**src/rtl/uart_pkg.sv**
```systemverilog
// uart_pkg: shared UART constants, parity and TX state types.
// Prescale decode helper used by the transmit path.
package uart_pkg;

  localparam logic [5:0] SAMPL8  = 6'd8;
  localparam logic [5:0] SAMPL16 = 6'd16;
  localparam logic [5:0] SAMPL32 = 6'd32;

  localparam int FRAME_BITS = 11;

  typedef enum logic [1:0] {
    PAR_NONE = 2'b00,
    PAR_ODD  = 2'b01,
    PAR_EVEN = 2'b10
  } parity_t;

  typedef enum logic [2:0] {
    IDLE,
    START,
    DATA,
    PARITY,
    STOP
  } tx_state_t;

  function automatic logic [5:0] decode_prescale(
    input logic [5:0] p
  );
    case (p)
      SAMPL8, SAMPL16, SAMPL32: return p;
      default:                  return SAMPL8;
    endcase
  endfunction

endpackage

```
**src/rtl/uart_bit_timer.sv**
```systemverilog
// uart_bit_timer: counts 0..period-1 while enabled.
// Pulses bit_end on the last clock of each bit.
module uart_bit_timer (
  input  logic       i_clk,
  input  logic       i_arst_n,
  input  logic       i_en,
  input  logic [5:0] i_period,
  output logic       o_bit_end
);

  logic [5:0] count;

  assign o_bit_end = i_en && (count == i_period - 6'd1);

  // Free-run within a bit, wrap at the boundary, hold 0 when idle.
  always_ff @(posedge i_clk or negedge i_arst_n) begin
    if (!i_arst_n)
      count <= '0;
    else if (!i_en || o_bit_end)
      count <= '0;
    else
      count <= count + 6'd1;
  end

endmodule

```
**src/rtl/uart_piso.sv**
```systemverilog
// uart_piso: UART transmitter, start/8 data/parity/stop frame.
// Define UART_PISO_TWO_STOP_EN for two stop bits.
module uart_piso
  import uart_pkg::*;
#(
  parameter int DATA_WIDTH = 8
) (
  input  logic                  i_clk,
  input  logic                  i_arst_n,
  input  logic                  i_send,
  input  logic [DATA_WIDTH-1:0] i_data,
  input  logic [1:0]            i_parity_type,
  input  logic [5:0]            i_prescale,
  output logic                  o_tx_out,
  output logic                  o_busy,
  output logic                  o_done
);

  localparam int CW = $clog2(DATA_WIDTH + 1);
  localparam logic [CW-1:0] DATA_LAST = CW'(DATA_WIDTH - 1);
`ifdef UART_PISO_TWO_STOP_EN
  localparam logic [CW-1:0] STOP_LAST = CW'(1);
`else
  localparam logic [CW-1:0] STOP_LAST = CW'(0);
`endif

  tx_state_t             state;
  tx_state_t             state_nxt;
  logic [DATA_WIDTH-1:0] shift_reg;
  logic [CW-1:0]         bit_count;
  logic [5:0]            period;
  logic                  par_bit;
  logic                  bit_end;
  logic                  accept;

  assign accept = (state == IDLE) && i_send;

  uart_bit_timer u_timer (
    .i_clk     (i_clk),
    .i_arst_n  (i_arst_n),
    .i_en      (state != IDLE),
    .i_period  (period),
    .o_bit_end (bit_end)
  );

  // State register.
  always_ff @(posedge i_clk or negedge i_arst_n) begin
    if (!i_arst_n)
      state <= IDLE;
    else
      state <= state_nxt;
  end

  // Next state and line/handshake outputs.
  always_comb begin
    state_nxt = state;
    o_tx_out  = 1'b1;
    o_busy    = 1'b1;
    o_done    = 1'b0;
    unique case (state)
      IDLE: begin
        o_busy = 1'b0;
        if (i_send)
          state_nxt = START;
      end
      START: begin
        o_tx_out = 1'b0;
        if (bit_end)
          state_nxt = DATA;
      end
      DATA: begin
        o_tx_out = shift_reg[0];
        if (bit_end && bit_count == DATA_LAST)
          state_nxt = PARITY;
      end
      PARITY: begin
        o_tx_out = par_bit;
        if (bit_end)
          state_nxt = STOP;
      end
      STOP: begin
        if (bit_end && bit_count == STOP_LAST) begin
          o_done    = 1'b1;
          state_nxt = IDLE;
        end
      end
      default: state_nxt = IDLE;
    endcase
  end

  // Shadow registers: captured at acceptance, shifted per data bit.
  always_ff @(posedge i_clk or negedge i_arst_n) begin
    if (!i_arst_n) begin
      shift_reg <= '0;
      bit_count <= '0;
      period    <= SAMPL8;
      par_bit   <= 1'b1;
    end else if (accept) begin
      shift_reg <= i_data;
      bit_count <= '0;
      period    <= decode_prescale(i_prescale);
      if (i_parity_type == PAR_EVEN)
        par_bit <= ^i_data;
      else if (i_parity_type == PAR_ODD)
        par_bit <= ~^i_data;
      else
        par_bit <= 1'b1;
    end else if (bit_end) begin
      case (state)
        DATA: begin
          shift_reg <= shift_reg >> 1;
          bit_count <= (bit_count == DATA_LAST) ?
                       '0 : bit_count + CW'(1);
        end
        STOP:    bit_count <= bit_count + CW'(1);
        default: ;
      endcase
    end
  end

endmodule
```
**config.mk**
```make
export PLATFORM = sky130hd
export DESIGN_NAME = uart_piso
export DESIGN_NICKNAME = d
export VERILOG_FILES = /design/src/rtl/uart_pkg.sv /design/src/rtl/uart_bit_timer.sv /design/src/rtl/uart_piso.sv
export SDC_FILE = /design/constraint.sdc
export NUM_CORES = 1
export LEC_CHECK = 0
export BUFFER_PORTS_ARGS = -buffer_cell sky130_fd_sc_hd__buf_2
export CAP_MARGIN = 10
export CORE_MARGIN = 4
export CORE_UTILIZATION = 61
export CTS_CLUSTER_DIAMETER = 60
export DETAILED_ROUTE_END_ITERATION = 8
export GPL_TIMING_DRIVEN = 0
export PLACE_DENSITY = 0.94
export SLEW_MARGIN = 10
export SYNTH_ARGS = -nofsm -noshare
export SYNTH_HDL_FRONTEND = slang
export SYNTH_HIERARCHICAL = 1
export SYNTH_SLANG_ARGS = --single-unit
```
**constraint.sdc**
```tcl
create_clock -name i_clk -period 4.45 [get_ports i_clk]
set_input_delay 0.445 -clock i_clk [delete_from_list [all_inputs] [get_ports i_clk]]
set_output_delay 0.445 -clock i_clk [all_outputs]
set_load 0.01 [all_outputs]
```
==> flow_summary.json <==
{
  "critPathMostFrequentCell": "nor2b_1",
  "die_area_um2": 3690,
  "grt_setup_unrepaired": "false",
  "io_pins": 22,
  "maxSlewHeadroom": 0.580,
  "grt_overflow": 0,
  "vias": 1330,
  "dpl_cell_area_um2": 1840,
  "max-cap-violations": 0,
  "rows": 18,
  "fillers": 202,
  "netSwitchingFraction": 0.236,
  "synth_cell_types": 43,
  "use_met1": 0.240,
  "crit_chain": "inv_1, ha_1, xor2_1, nand2_1, a2111oi_4, and3_1, nor2b_1, and3b_1, nor2b_1, buf_2",
  "ys_async_sr_fraction": 1.00,
  "clk_latency_ns": 0.33,
  "tightest_slew_ns": 0.629,
  "crit_path_start": "period[0]",
  "ys_ff_latch": 28,
  "met3_usage": 0.0298,
  "hp-class": "input pin to asynchronous set/reset pin",
  "gp_congestion": 0.821,
  "synth_edf_count": 0,
  "clk_pin_slew_ns": 0.16,
  "grt_pass1_wl_um": 5890,
  "power.share.combinational": 0.076,
  "finalCritPeriodShare": 0.777,
  "die_w_um": 60.7,
  "root_buffer": "clkbuf_4",
  "cp-end-kind": "output pin",
  "status": "complete, no violations",
  "drcViolationCount": 0,
  "core-area_um2": 2570,
  "drt-initial-drc-count": 49,
  "reg2reg_depth": 11,
  "grt_util_all_layers": 0.217,
  "synth_cells": 170,
  "syn_to_final_growth_pct": 9.73,
  "worstSetupPathType": "register to output pin",
  "design_area_um2": 1860,
  "r2r_start": "period[0]",
  "ys.flop_type": "dfrtp_1",
  "syn_avg_cell_area_um2": 9.98,
  "synth_xor_area_frac": 0.0929,
  "p_sw_mw": 0.0927,
  "final_cell_mix": "26 x dfrtp_1, 22 x buf_2, 22 x nand2_1",
  "seq_area_frac_synth": 0.414,
  "power_density_nw_per_um2": 211,
  "clk_path_buf_depth": 2,
  "finalSetupViolations": 0,
  "grt_antenna_before_repair": 0,
  "ctsResizeCount": 0,
  "htree_levels": 1,
  "cts_setup_buffers": 0,
  "cts_sinks": 28,
  "final_common_cell": "dfrtp_1",
  "slowest_stage": "a2111oi_4",
  "synthAdderAreaFrac": 0.0295,
  "slowest_delay_ns": 0.53,
  "grt_pass1_vias": 1410,
  "p_seq_frac": 0.648,
  "yosysWarnings": 6,
  "numPortBuffers": 21,
  "diodes": 0,
  "syn_area_um2": 1700,
  "layout_min_cycle_time_ns": 3.46,
  "p_int_mw": 0.300,
  "largest_reg_flops": 8,
  "initial_utilization": 0.661,
  "die_y_um": 60.7,
  "leakagePower_nw": 0.777,
  "avgRoutedWirePerCell_um": 15.6,
  "crit_arrival_ns": 3.01,
  "p_clk_frac": 0.275,
  "synthesis.nets": 193,
  "gr-max-usage-layer": "met2",
  "drt_wl_total_um": 3510,
  "required_ns": 4.01,
  "drt-pass1-iter-count": 4,
  "max_freq_mhz": 289,
  "startpoint_type": "register",
  "grt_max_degree": 29,
  "peakVddDrop_v": 0.000203,
  "nets": 219,
  "setup_tns_ns": 0,
  "synth_top_family_by_area": "simple AND/OR/NAND/NOR gates",
  "synth-simple-area-share": 0.218,
  "synth_compound_area_frac": 0.155,
  "cts_made_buffers": 3,
  "via_per_inst": 5.94,
  "postRouteAntennaNets": 0,
  "skew_ns": 0.0107,
  "cts_hold_buf": 0,
  "synth_mux_area_frac": 0.0479,
  "drive_above_1_share": 0.227,
  "dp_hpwl_um": 2700,
  "timing.final.hold_violations": 0,
  "cts_tree": "yes",
  "worstPathMaxFanout": 7,
  "drv_slew": 0,
  "use_met2": 0.408
}
[power by group through the flow]
stage	logic (mW)	clock network [mW]	registers, mW
after floorplan	0.0127	0	0.259
after global placement	0.0284	0	0.259
after detailed placement	0.0297	0	0.259
after CTS	0.0299	0.107	0.255
after global routing	0.0319	0.121	0.255
final	0.0299	0.108	0.255
[routing by layer]
| layer | routed length (µm) | vias up |
|---|---|---|
| met5 | 0 | - |
| met1 | 1410 | 662 |
| li1 | - | 638 |
| met2 | 1960 | 26 |
| met4 | 24 | 0 |
| met3 | 108 | 4 |
[worst max-delay path, delay by kind of cell (launching register included)]
kind            cells  cell delay [ns]
simple gates        5             1.05
fa+ha+maj           1             0.30
flops               1             0.46
compound gates      1             0.53
buf+inv             2             0.21
xor+xnor            1             0.14
[path summary, 6_finish.rpt]
path / to / slack, ns
min in group i_clk: shift_reg[5] / 0.34
max in group asynchronous: shift_reg[0] / 3.94
hold / removal: u_timer/count[5] / 0.10
setup / recovery: o_done / 0.99
setup reg to reg: bit_count[0] / 1.59
hold reg to reg: bit_count[3] / 0.53
[cell usage after synthesis, types with 3 or more instances]
master,number,area (µm²)
dfrtp_1,26,651
nand2_1,22,82.6
o21ai_0,11,55.1
xnor2_1,11,96.3
inv_1,7,26.3
mux2i_1,7,70.1
nor2_1,7,26.3
xor2_1,7,61.3
a211oi_1,5,37.5
and2_1,5,31.3
nor2b_1,5,31.3
a21oi_1,4,20.0
ha_1,4,50.1
nand2b_1,4,25.0
nand3_1,4,20.0
o21ai_1,4,20.0
buf_6,3,33.8
nand2b_4,3,41.3
nor3_2,3,30.0
[kinds of logic (layout without fill, tap and decap cells)]
logic type / after synthesis / after routing
AND/OR/NAND/NOR: 64 / 64
AO/OA/AOI/OAI: 36 / 36
flip-flops: 28 / 28
XOR/XNOR: 18 / 18
buffers and inverters: 12 / 36
multiplexers: 8 / 8
adder cells (fa/ha/maj): 4 / 4
[cell type report]
cell class / instances / area (µm²) / area share
buffer: 5 / 46.3 / 0.0249
tap: 30 / 37.5 / 0.0202
sequential: 28 / 703 / 0.378
multi-input combinational: 130 / 921 / 0.495
timing repair buffer: 21 / 105 / 0.0565
clock buffer: 3 / 22.5 / 0.0121
inverter: 7 / 26.3 / 0.0141
[per-stage QoR]
step,hold slack [ns],worst slack [ns],cells,util,power [mW]
3_5_place_dp,0.498,1.38,221,0.716,0.289
2_1_floorplan,0.149,1.77,170,-,0.272
3_3_place_gp,0.487,1.53,221,0.716,0.288
4_1_cts,0.129,0.994,224,0.725,0.392
5_1_grt,0.123,0.735,224,0.725,0.407
6_report,0.102,0.993,224,0.725,0.393
No activity file was read; power rests on OpenSTA's default activity.
